File: src/rtl/reg_file.sv
// 32-entry RV32I integer register file feeding the ALU.
// Two combinational read ports, one write port, x10 exported as a0.
module reg_file #(
  parameter int DATA_WIDTH = 32,
  parameter int ADDR_WIDTH = 5,
  parameter bit BYPASS     = 1'b1
) (
  input  logic                  clk,
  input  logic                  rst,
  input  logic [ADDR_WIDTH-1:0] ad1,
  input  logic [ADDR_WIDTH-1:0] ad2,
  input  logic [ADDR_WIDTH-1:0] ad3,
  input  logic                  we3,
  input  logic [DATA_WIDTH-1:0] wd3,
  output logic [DATA_WIDTH-1:0] rd1,
  output logic [DATA_WIDTH-1:0] rd2,
  output logic [DATA_WIDTH-1:0] a0
);

  localparam int DEPTH = 2 ** ADDR_WIDTH;
  localparam logic [ADDR_WIDTH-1:0] A0_IDX = ADDR_WIDTH'(10);

  logic [DATA_WIDTH-1:0] regs [DEPTH];

  logic wr_en;
  logic fwd1;
  logic fwd2;

  // A write only lands when not in reset and not aimed at x0
  assign wr_en = we3 && !rst && (ad3 != '0);
  assign fwd1  = BYPASS && wr_en && (ad3 == ad1);
  assign fwd2  = BYPASS && wr_en && (ad3 == ad2);

  // Storage update: reset clears everything and wins over a write
  always_ff @(posedge clk) begin
    if (rst) begin
      for (int i = 0; i < DEPTH; i++) begin
        regs[i] <= '0;
      end
    end else if (wr_en) begin
      regs[ad3] <= wd3;
    end
  end

  // Port 1 read: x0 hard-wired to zero, optional same-cycle forward
  always_comb begin
    rd1 = '0;
    if (ad1 != '0) begin
      rd1 = fwd1 ? wd3 : regs[ad1];
    end
  end

  // Port 2 read: same rules as port 1, evaluated independently
  always_comb begin
    rd2 = '0;
    if (ad2 != '0) begin
      rd2 = fwd2 ? wd3 : regs[ad2];
    end
  end

  // a0 tracks stored x10 only, so it moves one edge after a write
  assign a0 = regs[A0_IDX];

endmodule

File: config.mk
export PLATFORM = sky130hd
export DESIGN_NAME = reg_file
export DESIGN_NICKNAME = d
export VERILOG_FILES = /design/src/rtl/reg_file.sv
export SDC_FILE = /design/constraint.sdc
export NUM_CORES = 2
export LEC_CHECK = 0
export CELL_PAD_IN_SITES_DETAIL_PLACEMENT = 1
export CELL_PAD_IN_SITES_GLOBAL_PLACEMENT = 2
export CORE_ASPECT_RATIO = 1.25
export CORE_MARGIN = 1
export CORE_UTILIZATION = 48
export CTS_BUF_LIST = sky130_fd_sc_hd__clkbuf_4
export DETAILED_ROUTE_END_ITERATION = 12
export DONT_BUFFER_PORTS = 1
export PLACE_DENSITY_LB_ADDON = 0.1
export SYNTH_ARGS = -nofsm -noshare
export SYNTH_HDL_FRONTEND = slang
export SYNTH_SLANG_ARGS = --single-unit
File: constraint.sdc
create_clock -name clk -period 4.11 [get_ports clk]
set_input_delay 1.0275 -clock clk [delete_from_list [all_inputs] [get_ports clk]]
set_output_delay 1.0275 -clock clk [all_outputs]
set_load 0.02 [all_outputs]
# After elaboration in Yosys (flattened, before gate mapping)
# Memories as Yosys holds them, arrays and structs flattened.
# Index checks and enable logic that the tools add are counted.
[op_classes]
reduce_logical = 9
n_eq_ne = 2
mux = 12
[op_table]
columns = ["operator", "count"]
rows = [
  ["two-way mux 32 bit", 5],
  ["OR reduction 32 bit", 1],
  ["nonzero test 5 bit", 3],
  ["== test 5 bit", 2],
  ["two-way mux 1 bit", 6],
  ["two-way mux 5 bit", 1],
  ["logical AND 1 bit", 4],
  ["zero test 1 bit", 1],
]
[totals]
ram_bits = 1024
reg_bits = 0
mem_count = 1
word_cells = 24
[memory_table]
columns = ["name", "words", "word_bits", "read_ports", "rd_clocked_by_memory_dff", "write_ports", "line", "rtl"]
rows = [
  ["regs", 32, 32, 3, 0, 32, "23", "logic [DATA_WIDTH-1:0] regs [DEPTH];"],
]

# Depth between registers and ports, before layout
[logic_depth]
depth_word = 8
depth_mapped = 10
depth_no_buf = 5

# Least setup slack after synthesis
# Ideal clock, no wire load.
[synth_path]
path_kind = "input -> output"
start = "input port ad3[2]"
end = "output port rd1[30]"
slack_ps = 149
t_arrival_ps = 2933
required_ps = 3083
cell_stages = 6
path_buffers = 2
path_cell_list = "buf_2 -> or3_4 -> buf_2 -> o311ai_2 -> nor2_2 -> o41ai_1"
[synth_between]
elab_chain_len = 5
elab_cells_between_ends = 6
[synth_lines]
columns = ["element", "line", "rtl"]
rows = [
  ["start, declared", "12", "input logic [ADDR_WIDTH-1:0] ad3,"],
  ["nonzero test 5 bit", "30", "assign wr_en = we3 && !rst && (ad3 != '0);"],
  ["logical AND 1 bit", "30", ""],
  ["logical AND 1 bit (*)", "31", "assign fwd1 = BYPASS && wr_en && (ad3 == ad1);"],
  ["two-way mux 32 bit (*)", "49", "rd1 = fwd1 ? wd3 : regs[ad1];"],
  ["two-way mux 32 bit (*)", "48", "if (ad1 != '0) begin"],
  ["end, declared", "15", "output logic [DATA_WIDTH-1:0] rd1,"],
]
# Every way passes the cells marked *; elsewhere a longest branch is shown, timed or not.

# Worst setup path after layout
[layout_path]
start = "input port ad2[0]"
end = "output port rd2[28]"
[layout_between]
elab_chain_len = 4
elab_cells_between_ends = 6
[layout_lines]
columns = ["element", "line", "rtl"]
rows = [
  ["start, declared", "11", "input logic [ADDR_WIDTH-1:0] ad2,"],
  ["branches (longest 3 deep; another with memory (32 x 32 bit))", "-", ""],
  ["two-way mux 32 bit (*)", "56", "if (ad2 != '0) begin"],
  ["end, declared", "16", "output logic [DATA_WIDTH-1:0] rd2,"],
]
# Mark *: on every way between the ends.

==> metrics.md <==
| Metric | Value |
|---|---|
| Worst EP required | `3.08 ns` |
| Largest area contributor in the netlist | `edfxtp_1` |
| Logic gate share of total power | `14.6%` |
| Register bank with the most flops | `regs` |
| Grt ovf | `0` |
| Top FF cell, synth | `edfxtp_1` |
| DR pass1 iterations | `6` |
| Filler instances | `11117` |
| Mapped Cells | `4016` |
| GR Util All Layers | `38.38%` |
| EDFF count, synth | `1024` |
| Peak supply drop | `0.3181 mV` |
| Worst slew margin relative to its limit | `-70.77%` |
| Synth Area in XOR/XNOR | `0.1703%` |
| Crit path cell chain | `xnor2_2 -> o311ai_4 -> buf_4 -> nor2_4 -> a211oi_2 -> a311o_1 -> buf_6` |
| Syn-to-layout area delta | `15.86%` |
| Worst path bufs/invs | `2` |
| Pins Over Slew Limit | `254` |
| P_int | `0.01861 W` |
| Synth Area in Compound Gates | `7.198%` |
| Final Cycle Share | `139.3%` |
| DPL Wire Length | `134900 um` |
| Largest stage delay on the critical path | `0.86 ns` |
| Top post-synthesis cells by area | `edfxtp_1 (55%), mux4_2 (12%), and2_1 (10%), mux2i_1 (8.3%), clkbuf_1 (2.0%)` |
| Largest register FFs | `1024` |
| Clk buf depth | `4` |
| Overall power | `0.02551 W` |
| Hold Violations, Final | `0` |
| Largest family of logic cells by synthesized area | `multiplexers` |
| Post-synthesis adder-cell area fraction | `0%` |
| Tightest Pin Transition | `2.561 ns` |
| Largest regs | `regs: 1024 flops` |
| Count leader, synth | `edfxtp_1` |
| CP Capture Type | `output pin` |
| PwrDens | `394.3 nW/um2` |
| Ports | `146` |
| Unrepaired setup endpoints after global routing | `true` |
| Startpoint type of the worst setup path | `primary input` |
| Max-cap violations | `0` |
| Wirelength per Cell | `37.76 um` |
| Fin area | `64690 um2` |
| Crit-path leading delay family | `XOR/XNOR gates` |
| Mux share of post-synthesis cell area | `20.38%` |
| Arrival @ worst endpoint | `4.70 ns` |
| Post-synth top cells | `edfxtp_1 (1024), and2_1 (931), mux2i_1 (462), clkbuf_1 (302), mux4_2 (300)` |
| Synthesized area | `55840 um2` |
| Layout cell share with drive strength beyond 1 | `31.15%` |
| Synth Register Bits | `1024` |
| Num CTS Buffers | `296` |
| Vias | `40527` |
| Sequential area share after synthesis | `55.07%` |
| Simple-gate area share of the yosys netlist | `13.45%` |
| Die Wd | `307.1 um` |
| Yosys top cell area share | `55.07%` |
| DR DRC count | `0` |
| Library cells used by synthesis | `65` |
| Clock Sink Count | `1024` |
| Die area | `117700 um2` |
| Vias per Instance | `6.777` |
| CTS H-tree depth | `5` |
| WS Path Type | `in2out` |
| Vias in the first global route | `42326` |
| Worst-path fanout max | `346` |
| Drt first-iter violations | `4939` |
| Mean instance size in the synthesized netlist | `13.90 um2` |
| Clk root buf | `clkbuf_4` |
| Placed instance area | `58890 um2` |
| Launch point of the worst hold path | `wd3[0]` |
| Fin nets | `4289` |
| Core Region | `115100 um2` |
| PortBufs | `0` |
| Crit path time final | `5.724 ns` |
| Initial Util | `48.50%` |
| DP Worst Slack | `-0.4982 ns` |
| Setup ws final | `-1.614 ns` |
| TritonCTS clock tree | `yes` |
| Post-route ant nets | `0` |
| Switching share of power | `27.05%` |
| Status | `finished, violations left` |
| Hold Crit Class | `in2reg` |
| Largest net degree at the start of global routing | `384` |
| Die H | `383.3 um` |
| Static Leak | `23.33 nW` |
| Yosys warning count | `0` |
| Worst hold slack | `0.1200 ns` |
| CP startpoint | `ad2[0]` |
| Post-synthesis async set-or-reset flop share | `0%` |
| First-pass GRT wire length | `315900 um` |
| Achievable Freq | `174.7 MHz` |
| Clock power frac | `36.7%` |
| DRT Wirelength | `225800 um` |
| Initial antenna violation count | `9` |
| Slowest cell on crit path | `xnor2_2` |
| Rows | `139` |
| Sequential Power Share | `48.7%` |
| Psw | `0.006900 W` |
| RePlAce Congestion | `0.8791` |
| Failing checks | `max-slew violations, negative setup slack` |
| Worst-path clk slew | `0.07 ns` |
| Finish-stage setup viols | `64` |
| Utilization after layout | `56.19%` |
stage by stage:
| step | std cells | setup TNS [ns] |
|---|---|---|
| global placement | 5457 | -8.344 |
| CTS | 5962 | -10.91 |
| finish | 5980 | -52.46 |
| global route | 5973 | -14.29 |
| detailed placement | 5457 | -11.48 |
| floorplan | 4047 | 0 |
cell type report:
type                    count  area, um2  area share, %
multi-input cells        2580      25080          38.76
flip-flops and latches   1024      30750          47.53
clock inverters            36      163.9         0.2534
clock buffers             440       3303          5.106
diodes                     12      30.03        0.04642
inverters                   6      26.28        0.04062
well taps                1551       1941          3.000
repair buffers            331       3402          5.259
layout by cell type, fill, tap and decap left out, types with 15 or more instances in the layout:
cell           count
edfxtp_1        1024
and2_1           930
mux2i_1          441
clkbuf_4         440
mux4_2           300
buf_4            214
o22ai_1          107
nor3_1           106
buf_12            56
buf_6             41
nor2_1            37
a221oi_1          37
clkinv_1          34
nor2_4            33
or2_2             32
conb_1            32
o21bai_1          30
o221ai_1          28
a21oi_2           28
a2111oi_4         27
a22oi_1           26
o21ai_0           22
nand2_1           21
a221oi_2          19
dlygate4sd3_1     18
nor2b_1           17
a32o_2            16
a32o_1            15
metal layers:
| layer | part of all wire, % | up-vias | track usage [%] |
|---|---|---|---|
| met4 | 3.7 | 2 | 15.05 |
| li1 | - | 16016 | - |
| met5 | 0.0058 | - | 0 |
| met3 | 12 | 515 | 11.55 |
| met1 | 38 | 21425 | 50.23 |
| met2 | 47 | 2569 | 60.04 |
path summary, 6_finish.rpt:
path                      end  slack (ns)  depth (start not counted)
hold / removal    regs[18][0]        0.12                          2
setup / recovery      rd2[28]       -1.61                          7
logic make-up after synthesis:
logic type,count (synthesis)
mux,762
simple gates,1257
buf+inv,445
compound gates,517
flops,1024
xor+xnor,10
other cells,1
what timing repair did:
action,4_1_cts,5_1_grt
pin swaps,119,51
setup endpoints to repair,64,64
hold buffers,31,0
gates resized for setup,290,65
cloned,1,1
buffers inserted,8,6
endpoints found under the hold margin,962,0
power by group through the flow:
stage	logic [W]	clock network (W)	registers [W]
global route	0.00376	0.00994	0.0125
global placement	0.00302	0	0.0126
detailed placement	0.00304	0	0.0126
finish	0.00372	0.00936	0.0124
CTS	0.00353	0.00947	0.0124
floorplan	0.00210	0	0.0125
Power figures use the tool's default switching activity.
